[config.mk]
export PLATFORM = sky130hd
export DESIGN_NAME = planificador_wrr
export DESIGN_NICKNAME = d
export VERILOG_FILES = /design/src/rtl/planificador_wrr_pkg.sv /design/src/rtl/planificador_wrr_selector_rr.sv /design/src/rtl/planificador_wrr.sv
export SDC_FILE = /design/constraint.sdc
export NUM_CORES = 1
export LEC_CHECK = 0
export CAP_MARGIN = 0
export CORE_ASPECT_RATIO = 2
export CORE_UTILIZATION = 43
export CTS_CLUSTER_SIZE = 25
export DETAILED_ROUTE_END_ITERATION = 6
export PLACE_DENSITY = 0.84
export SLEW_MARGIN = 5
export SYNTH_ARGS = -nofsm -noshare
export SYNTH_HDL_FRONTEND = slang
export SYNTH_SLANG_ARGS = --single-unit
[constraint.sdc]
create_clock -name clk -period 3.8 [get_ports clk]
set_clock_uncertainty 0.05 [all_clocks]
set_input_delay 0.57 -clock clk [delete_from_list [all_inputs] [get_ports clk]]
set_output_delay 0.57 -clock clk [all_outputs]
set_load 0.02 [all_outputs]
[src/rtl/planificador_wrr_pkg.sv]
// Shared definitions for the weighted round-robin egress scheduler.
package planificador_wrr_pkg;

  typedef enum logic [1:0] {
    RESET  = 2'd0,
    INIT   = 2'd1,
    IDLE   = 2'd2,
    ACTIVO = 2'd3
  } estado_t;

  localparam int unsigned NUM_CLASES = 4;

  localparam int unsigned PESO0_DEF = 4;
  localparam int unsigned PESO1_DEF = 3;
  localparam int unsigned PESO2_DEF = 2;
  localparam int unsigned PESO3_DEF = 1;

  // A zero weight would starve its class forever, so it is promoted to one.
  function automatic logic [3:0] peso_efectivo(input int unsigned p);
    if (p == 0) return 4'd1;
    if (p > 15) return 4'd15;
    return p[3:0];
  endfunction

endpackage

[src/rtl/planificador_wrr_selector_rr.sv]
// Rotating-priority picker: first eligible class at or above ptr, wrapping.
module selector_rr
  import planificador_wrr_pkg::*;
(
  input  logic [NUM_CLASES-1:0] elegible,
  input  logic [1:0]            ptr,
  output logic [NUM_CLASES-1:0] grant,
  output logic                  valid
);

  always_comb begin
    grant = '0;
    valid = 1'b0;
    for (int unsigned k = 0; k < NUM_CLASES; k++) begin
      if (!valid && elegible[ptr + 2'(k)]) begin
        grant[ptr + 2'(k)] = 1'b1;
        valid              = 1'b1;
      end
    end
  end

endmodule

[src/rtl/planificador_wrr.sv]
// Weighted round-robin drain of four class FIFOs into one egress FIFO.
module planificador_wrr
  import planificador_wrr_pkg::*;
#(
  parameter int unsigned TAMANO_DATOS = 12,
  parameter int unsigned PESO0        = PESO0_DEF,
  parameter int unsigned PESO1        = PESO1_DEF,
  parameter int unsigned PESO2        = PESO2_DEF,
  parameter int unsigned PESO3        = PESO3_DEF
)(
  input  logic                    clk,
  input  logic                    reset,
  input  logic [3:0]              empty,
  input  logic [TAMANO_DATOS-1:0] data_in0,
  input  logic [TAMANO_DATOS-1:0] data_in1,
  input  logic [TAMANO_DATOS-1:0] data_in2,
  input  logic [TAMANO_DATOS-1:0] data_in3,
  input  logic                    almost_full_out,
  output logic [3:0]              pop,
  output logic                    push_out,
  output logic [TAMANO_DATOS-1:0] data_out,
  output logic [1:0]              clase_activa,
  output logic                    idle
);

  localparam logic [NUM_CLASES-1:0][3:0] PESOS = {
    peso_efectivo(PESO3), peso_efectivo(PESO2),
    peso_efectivo(PESO1), peso_efectivo(PESO0)
  };

  estado_t                       estado, estado_sig;
  logic [NUM_CLASES-1:0][3:0]    creditos;
  logic [1:0]                    ptr;
  logic [NUM_CLASES-1:0]         elegible, grant;
  logic                          valid, recarga, conceder;
  logic [1:0]                    ganador, sel_q;
  logic                          push_q;
  logic [TAMANO_DATOS-1:0]       dato_mux, dato_hold;

  always_comb begin
    elegible = '0;
    for (int unsigned i = 0; i < NUM_CLASES; i++)
      elegible[i] = !empty[i] && (creditos[i] != 4'd0);
  end

  // Reload only looks at non-empty classes, so idle classes never hold it back.
  assign recarga = ((estado == IDLE) || (estado == ACTIVO)) && !(&empty) && !(|elegible);

  selector_rr u_selector_rr (
    .elegible (elegible),
    .ptr      (ptr),
    .grant    (grant),
    .valid    (valid)
  );

  always_ff @(posedge clk or negedge reset) begin
    if (!reset) estado <= RESET;
    else        estado <= estado_sig;
  end

  always_comb begin
    estado_sig = estado;
    unique case (estado)
      RESET:  estado_sig = INIT;
      INIT:   estado_sig = IDLE;
      IDLE:   if ((|elegible) && !almost_full_out) estado_sig = ACTIVO;
      ACTIVO: if ((&empty) || almost_full_out) estado_sig = IDLE;
      default: estado_sig = RESET;
    endcase
  end

  always_comb begin
    idle     = (estado == IDLE);
    conceder = (estado == ACTIVO) && !almost_full_out && valid;
    pop      = conceder ? grant : '0;
    ganador  = '0;
    for (int unsigned i = 0; i < NUM_CLASES; i++)
      if (grant[i]) ganador = 2'(i);
  end

  always_ff @(posedge clk or negedge reset) begin
    if (!reset) begin
      creditos <= '0;
      ptr      <= '0;
    end else if ((estado == INIT) || recarga) begin
      creditos <= PESOS;
    end else if (conceder) begin
      if (creditos[ganador] != 4'd0) creditos[ganador] <= creditos[ganador] - 4'd1;
      ptr <= ganador + 2'd1;
    end
  end

  always_ff @(posedge clk or negedge reset) begin
    if (!reset) begin
      push_q    <= 1'b0;
      sel_q     <= '0;
      dato_hold <= '0;
    end else begin
      push_q <= conceder;
      if (conceder) sel_q <= ganador;
      if (push_q) dato_hold <= dato_mux;
    end
  end

  // Class FIFO read data lands the cycle after its pop, so the mux follows the registered select.
  always_comb begin
    dato_mux = data_in0;
    unique case (sel_q)
      2'd0: dato_mux = data_in0;
      2'd1: dato_mux = data_in1;
      2'd2: dato_mux = data_in2;
      2'd3: dato_mux = data_in3;
      default: dato_mux = data_in0;
    endcase
  end

  assign push_out     = push_q;
  assign data_out     = push_q ? dato_mux : dato_hold;
  assign clase_activa = sel_q;

endmodule
==> results of run 1 <==
-- logic make-up (layout without fill, tap and decap cells) --
group                      Yosys count  after routing  share of synthesized area (%)
adders and majority gates           13             13                           6.40
AOI/OAI and AO/OA                   41             41                           14.8
DFF                                 35             35                           34.4
and+or+nand+nor                     72             72                           15.7
xor gates and xnor gates             1              1                          0.345
buffers and inverters               18            147                           2.66
muxes                               44             44                           25.6
-- final timing paths --
check	start	end	cells after the start
hold reg to reg	dato_hold[9]$_DFF_PN0_	dato_hold[9]$_DFF_PN0_	1
min in group asynchronous	reset	clase_activa[1]$_DFFE_PN0P_	1
setup reg to reg	creditos[8]$_DFFE_PN0P_	creditos[10]$_DFFE_PN0P_	13
max in group asynchronous	reset	creditos[6]$_DFFE_PN0P_	2
hold / removal	dato_hold[9]$_DFF_PN0_	dato_hold[9]$_DFF_PN0_	1
setup / recovery	creditos[8]$_DFFE_PN0P_	creditos[10]$_DFFE_PN0P_	13
-- metrics by stage --
stage               instances  util [%]  area, um^2
global placement          397      64.6        3690
floorplan                 224         -        2560
finish                    414      72.9        4160
global route              414      72.9        4160
detailed placement        397      64.6        3690
CTS                       405      68.3        3900
-- cells in the mapped netlist, types with 3 or more instances --
cell and count:
mux4_2 14, nand2_1 16, nand2b_1 3, ha_1 13, and2_1 6, nor2_1 16, clkbuf_1 5, dfrtp_1 35
a31oi_1 4, mux2_2 13, inv_1 9, a32oi_1 6, mux2_1 3, nor3_1 4, o21ai_0 3, or4_1 4
mux2i_1 13, nand3_2 5, a21oi_1 4, nor2b_1 5
-- worst register-to-register path, stage by stage, from the launching register on --
cell	delay (ns)
dfrtp_1	0.37
or4_4	0.54
buf_4	0.18
a221oi_4	0.38
or2_4	0.22
nand4b_1	0.23
o22ai_4	0.29
buf_6	0.16
mux2_4	0.32
a221oi_4	0.40
buf_4	0.18
xor2_1	0.17
buf_4	0.17
mux2i_1	0.08
-- flip-flops by register name (all words and copies together) (netlist names) --
| name | flops |
|---|---|
| estado | 2 |
| ptr | 2 |
| creditos | 16 |
| dato_hold | 12 |
| push_out | 1 |
| clase_activa | 2 |
-- what timing repair did --
item	4_1_cts	5_1_grt
setup buffers	0	9
setup endpoints to repair	20	20
resized for setup	15	43
pin swaps	2	22
-- cell type report --
type,instances,area (um^2)
Multi-Input combinational cell,171,1850
Fill cell,380,1550
Timing Repair Buffer,128,1150
Sequential cell,35,878
Clock buffer,7,153
Tap cell,61,76.3
Inverter,11,42.5
Clock inverter,1,7.51
-- metal layers --
| metal | part of all wire, % | vias up |
|---|---|---|
| li1 | - | 1118 |
| met1 | 33 | 1274 |
| met2 | 58 | 98 |
| met3 | 3.0 | 39 |
| met4 | 5.8 | 0 |
| met5 | 0 | - |
==> out/results.ini, run 1 <==
[drt]
routed_wl_mm = 9.18
drc = 0
drt-initial-drc-count = 184
drtPass1Iterations = 4
vias = 2529
wire_per_inst_um = 22.2
drtAntennaViolNets = 0
viasPerCell = 6.11

[timing]
fin_crit_sh_pct = 102
hold-worst-slack_ns = 0.443
drv_slew = 0
hold_viol = 0
period_minus_slack_ns = 3.86
timing.slew.headroom_pct = 28.6
rsz0062_at_grt = true
fmax_mhz = 259
tightest_slew_ns = 1.07
setup_violations = 12
finalWorstSetupSlack_ns = -0.0623
setup_tns_ns = -0.417

[critical_path]
crit_path_max_fanout = 4
crit_family = compound AO/OA/AOI/OAI gates
crit_top_cell = buf_4
startpoint_type = flip-flop
worst_path_max_delay_cell = or4_4
worstPathArrival_ns = 3.97
r2r_slack_ns = -0.06
required_ns = 3.91
critPathKind = reg -> reg
critPathMaxStageDelay_ns = 0.54
end_kind = flip-flop
cp_cell_sequence = or4_4 -> buf_4 -> a221oi_4 -> or2_4 -> nand4b_1 -> o22ai_4 -> buf_6 -> mux2_4 -> a221oi_4 -> buf_4 -> xor2_1 -> buf_4 -> mux2i_1
worst-path-buf-inv = 4

[global_route]
grt_pass1_vias = 2676
busiest_layer = met2
grt_use_met1_pct = 26.7
grt-ovfl-total = 0
antenna_found_initial = 0
grt_first_pass_wirelength_mm = 13.2
grt_start_max_net_pins = 24
grt_usage_pct = 27.7
grt_use_met3_pct = 3.38
grt_use_met2_pct = 53.8

[synth]
syn_inst = 224
synth_ff_type = dfrtp_1
synth.top_cell.area_share_pct = 34.4
synth.largest_area_cell = dfrtp_1
netlist_area_um2 = 2540
ys_seq_area_share_pct = 34.4
synth_warnings = 0
ys_ff_latch = 35
avgSynthCellArea_um2 = 11.4
synth_edf_count = 0
synthDistinctLibCells = 52
async_flop_share_pct = 100
syn_nets = 292
synth_area_leaders = dfrtp_1 (34%), mux4_2 (12%), ha_1 (6.4%), mux2_2 (5.8%), mux2i_1 (5.1%)

[clocking]
tritoncts = done
worstSkewPairLatency_ns = 0.28
cts-buffers-inserted = 5
cts_max_level = 2
cts.sinks = 35
clk_pin_slew_ns = 0.06
cts_root_buf = clkbuf_16
clockBufferDepth = 2
cts.hold.buffers_added = 0

[flow_run]
maxCapViolations = 0

[floorplanning]
fp.coreArea_um2 = 5710
die_w_um = 56.4
design.portCount = 75
die_h_um = 111
dieArea_um2 = 6240
initial_core_util_pct = 44.5
rows = 39

[outcome]
violations = negative setup slack
status = complete, but fails checks

[final_layout]
nets = 420
drive_gt1_share_pct = 39.7
mostFrequentLayoutCell = clkdlybuf4s50_1
layout_common_cells = clkdlybuf4s50_1 (70), buf_4 (50), dfrtp_1 (33)
syn2layout_area_growth_pct = 63.8
antenna_cells = 0

[place]
place_worst_setup_slack_ns = -0.204
post-dp-hpwl_mm = 6.32
portBuffers = 74
gp_congestion = 0.986

[worst_hold_path]
min_path_type = reg -> reg

Power of run 1 is left out: the tool's default activity adds up to more than one toggle a clock period on the data nets, which glitch-free logic cannot reach.
==> run 2: changes to the inputs <==
CORE_MARGIN = 2   (was default)
==> out/results.ini, run 2 (synthesis results as in run 1) <==
[drt]
viasPerCell = 6.06
drtPass1Iterations = 4
vias = 2532
drt-initial-drc-count = 150
wire_per_inst_um = 21.3
routed_wl_mm = 8.89
drc = 0
drtAntennaViolNets = 0

[clocking]
cts.hold.buffers_added = 0
clk_pin_slew_ns = 0.06
cts-buffers-inserted = 5
cts.sinks = 35
clockBufferDepth = 2
worstSkewPairLatency_ns = 0.28
cts_root_buf = clkbuf_16
cts_max_level = 2
tritoncts = done

[final_layout]
drive_gt1_share_pct = 39.2
final_cells = 418
nets = 424
top_register = creditos
layout_common_cells = clkdlybuf4s50_1 (69), buf_4 (52), dfrtp_1 (34)
antenna_cells = 0
syn2layout_area_growth_pct = 64.6
largest_register_ffs = 16
fill_cells = 365
mostFrequentLayoutCell = clkdlybuf4s50_1
top_regs = creditos x16, dato_hold x12

[global_route]
grt_usage_pct = 25.7
grt_first_pass_wirelength_mm = 12.8
grt_start_max_net_pins = 27
grt-ovfl-total = 0
antenna_found_initial = 0
grt_pass1_vias = 2675

[outcome]
status = complete, but fails checks
violations = negative setup slack

[floorplanning]
rows = 39
die_w_um = 58.4
fp.coreArea_um2 = 5710
dieArea_um2 = 6580
design.portCount = 75
die_h_um = 113
initial_core_util_pct = 44.5

[timing]
hold-worst-slack_ns = 0.238
setup_violations = 14
rsz0062_at_grt = true
hold_viol = 0
fmax_mhz = 260
finalWorstSetupSlack_ns = -0.0436
drv_slew = 0
tightest_slew_ns = 0.591
fin_crit_sh_pct = 101
period_minus_slack_ns = 3.84
timing.slew.headroom_pct = 60.6

[critical_path]
startpoint_type = flip-flop
r2r_end = creditos[6]$_DFFE_PN0P_
r2r_slack_ns = -0.04
end_kind = flip-flop
crit_path_max_fanout = 7
critPathKind = reg -> reg
r2r_cells = 16
timing.rr.start = creditos[12]$_DFFE_PN0P_
required_ns = 3.95
worstPathArrival_ns = 3.99

[place]
gp_congestion = 0.952
place_worst_setup_slack_ns = -0.250
portBuffers = 74
post-dp-hpwl_mm = 6.27
dpl.cell_count = 397

[flow_run]
maxCapViolations = 0

[worst_hold_path]
min_path_type = in -> async

## run 2: final cells by class
class	instances	area, um^2	share of cell area (%)
Multi-Input combinational cell	171	1830	43.8
Timing Repair Buffer	132	1190	28.4
Sequential cell	35	877	21.0
Clock buffer	5	125	2.99
Tap cell	61	76.3	1.82
Clock inverter	3	43.8	1.05
Inverter	11	42.5	1.02
## run 2: routing by layer
| layer | wire length, um | part of all wire [%] | up-vias | GRT usage [%] |
|---|---|---|---|---|
| li1 | - | - | 1125 | - |
| met1 | 2920 | 33 | 1251 | 25.3 |
| met2 | 5100 | 57 | 115 | 47.6 |
| met3 | 358 | 4.0 | 41 | 3.31 |
| met4 | 515 | 5.8 | 0 | 16.4 |
| met5 | 0 | 0 | - | 0 |
## run 2: worst max path at each step
stage | start | to | slack [ns] | depth (start not counted)
after floorplan | ptr[0]$_DFFE_PN0P_ | creditos[0]$_DFFE_PN0P_ | 0.06 | 14
after global placement | empty[1] | pop[1] | -0.25 | 11
after detailed placement | empty[3] | pop[1] | -0.25 | 11
after CTS | creditos[2]$_DFFE_PN0P_ | creditos[6]$_DFFE_PN0P_ | 0.01 | 17
after global routing | creditos[12]$_DFFE_PN0P_ | creditos[10]$_DFFE_PN0P_ | -0.15 | 16
final | creditos[12]$_DFFE_PN0P_ | creditos[6]$_DFFE_PN0P_ | -0.04 | 16
## run 2: worst max-delay path: stages (launching register included)
cell      delay, ns
dfrtp_1        0.38
or4_4          0.55
nor2b_2        0.19
mux4_2         0.52
buf_6          0.16
buf_12         0.12
a311oi_4       0.24
o22ai_4        0.16
buf_6          0.15
nor2_4         0.18
a221o_1        0.22
inv_2          0.06
ha_4           0.18
buf_4          0.13
xor2_1         0.15
buf_4          0.18
mux2i_1        0.14
## run 2: per-stage QoR
stage / TNS (ns) / cell area [um^2] / util [%]
after floorplan: 0 / 2560 / -
after global placement: -2.80 / 3690 / 64.6
after detailed placement: -4.21 / 3690 / 64.6
after CTS: 0 / 3970 / 69.5
after global routing: -1.82 / 4180 / 73.3
final: -0.235 / 4180 / 73.3
## run 2: what timing repair did
item / CTS / global route
pin swaps: 7 / 19
cloned: 0 / 0
resized for setup: 19 / 36
buffers inserted: 6 / 7
endpoints found under the setup margin: 20 / 20
Power of run 2 is left out for the same reason.
==> run 3: changes to the inputs <==
CELL_PAD_IN_SITES_DETAIL_PLACEMENT = 1   (was default)
CELL_PAD_IN_SITES_GLOBAL_PLACEMENT = 2   (was default)
CORE_UTILIZATION = 27   (was 43)
SETUP_SLACK_MARGIN = 0.2   (was default)
==> out/results.ini, run 3 (synthesis results as in run 1) <==
[outcome]
status = complete, but fails checks
violations = negative setup slack

[timing]
fmax_mhz = 262
period_minus_slack_ns = 3.81
timing.slew.headroom_pct = 45.3
setup_violations = 1
drv_slew = 0
fin_crit_sh_pct = 100
rsz0062_at_grt = true
hold_viol = 0
tightest_slew_ns = 0.820
finalWorstSetupSlack_ns = -0.0123

[drt]
vias = 2500
drtPass1Iterations = 4
drt-initial-drc-count = 57
routed_wl_mm = 9.44
drc = 0
drtAntennaViolNets = 0
wire_per_inst_um = 20.1
viasPerCell = 5.33

[critical_path]
worstPathArrival_ns = 3.19
timing.rr.start = creditos[5]$_DFFE_PN0P_
crit_start = creditos[5]$_DFFE_PN0P_
critPathKind = reg -> out
required_ns = 3.18
end_kind = primary output
crit_path_max_fanout = 5
startpoint_type = flip-flop

[global_route]
grt_first_pass_wirelength_mm = 14.2
grt_start_max_net_pins = 36
grt_usage_pct = 18.3
antenna_found_initial = 0
grt_pass1_vias = 2757
grt-ovfl-total = 0

[final_layout]
top_register = creditos
largest_register_ffs = 16
layout_common_cells = clkdlybuf4s50_1 (68), buf_4 (60), dfrtp_1 (34)
mostFrequentLayoutCell = clkdlybuf4s50_1
final_cells = 469
antenna_cells = 0
nets = 432
syn2layout_area_growth_pct = 71.3
top_regs = creditos x16, dato_hold x12
drive_gt1_share_pct = 43.0
final_core_util_pct = 47.0

[floorplanning]
die_w_um = 72.6
rows = 50
design.portCount = 75
initial_core_util_pct = 27.5
fp.coreArea_um2 = 9260
dieArea_um2 = 10300
die_h_um = 141

[power_and_ir_drop]
p_leak_nw = 1.89
p_per_area_nw_per_um2 = 1200
peakVddDrop_v = 0.000479

[clocking]
cts-buffers-inserted = 5
clockBufferDepth = 2
clk_pin_slew_ns = 0.06
tritoncts = done
cts.sinks = 35
worstSkewPairLatency_ns = 0.28
cts_root_buf = clkbuf_16
cts_max_level = 2

[place]
dpl.cell_count = 436
place_worst_setup_slack_ns = -0.191
portBuffers = 74
post-dp-hpwl_mm = 6.95
gp_congestion = 0.875

[flow_run]
maxCapViolations = 0

[worst_hold_path]
min_path_type = in -> async

[run 3: path summary, 6_finish.rpt]
kind | end | slack, ns | cells past startpoint
worst max-delay path | pop[1] | -0.01 | 10
worst min register to register | dato_hold[11]$_DFF_PN0_ | 0.45 | 1
max in group asynchronous | ptr[0]$_DFFE_PN0P_ | 2.79 | 1
min in group clk | dato_hold[11]$_DFF_PN0_ | 0.45 | 1
worst max register to register | creditos[6]$_DFFE_PN0P_ | 0.03 | 13
worst min-delay path | creditos[8]$_DFFE_PN0P_ | 0.32 | 1
[run 3: critical path, cell delays in order, from the launching register on]
cell and delay, ns:
dfrtp_1 0.39, or4_4 0.60, and2_4 0.19, mux4_2 0.55, buf_4 0.19, nor3_4 0.18
nand2b_1 0.11, nor2b_4 0.15, and3_4 0.20, and2_2 0.18, buf_2 0.15
[run 3: layer usage]
layer	global-route usage (%)	wire [um]	up-vias
met4	11.0	454	0
met2	35.8	5750	65
met1	17.2	3070	1265
met3	1.57	170	32
li1	-	-	1138
met5	0	0	-
[run 3: metrics by stage]
step	hold slack (ns)	setup TNS [ns]	instance area, um^2	power (W)
3_5_place_dp	0.438	-2.80	3760	0.00395
4_1_cts	0.359	0	4130	0.00484
6_report	0.320	-0.0123	4350	0.00525
2_1_floorplan	0.224	0	2610	0.00261
3_3_place_gp	0.431	-1.44	3760	0.00387
5_1_grt	0.397	-1.07	4350	0.00557
[run 3: repair_timing]
| item | 4_1_cts | 5_1_grt |
|---|---|---|
| setup buffers | 13 | 12 |
| cloned | 0 | 0 |
| hold buffers | 0 | 0 |
| gates resized for setup | 39 | 28 |
| pin swaps | 19 | 14 |
| setup endpoints to repair | 20 | 21 |
[run 3: cell type report]
class | count | area [um^2]
clock inverter | 3 | 43.8
fill | 982 | 4900
multi-input combinational | 171 | 1880
timing repair buffer | 140 | 1250
sequential | 35 | 877
inverter | 11 | 46.3
tap | 104 | 130
clock buffer | 5 | 125
[run 3: where the power goes]
part	internal [W]	leakage (nW)	switching (W)
sequential	0.000534	0.412	0.000155
clock	0.000309	0.0838	0.000160
combinational	0.00207	1.39	0.00202
No activity file was read; power rests on OpenSTA's default activity.
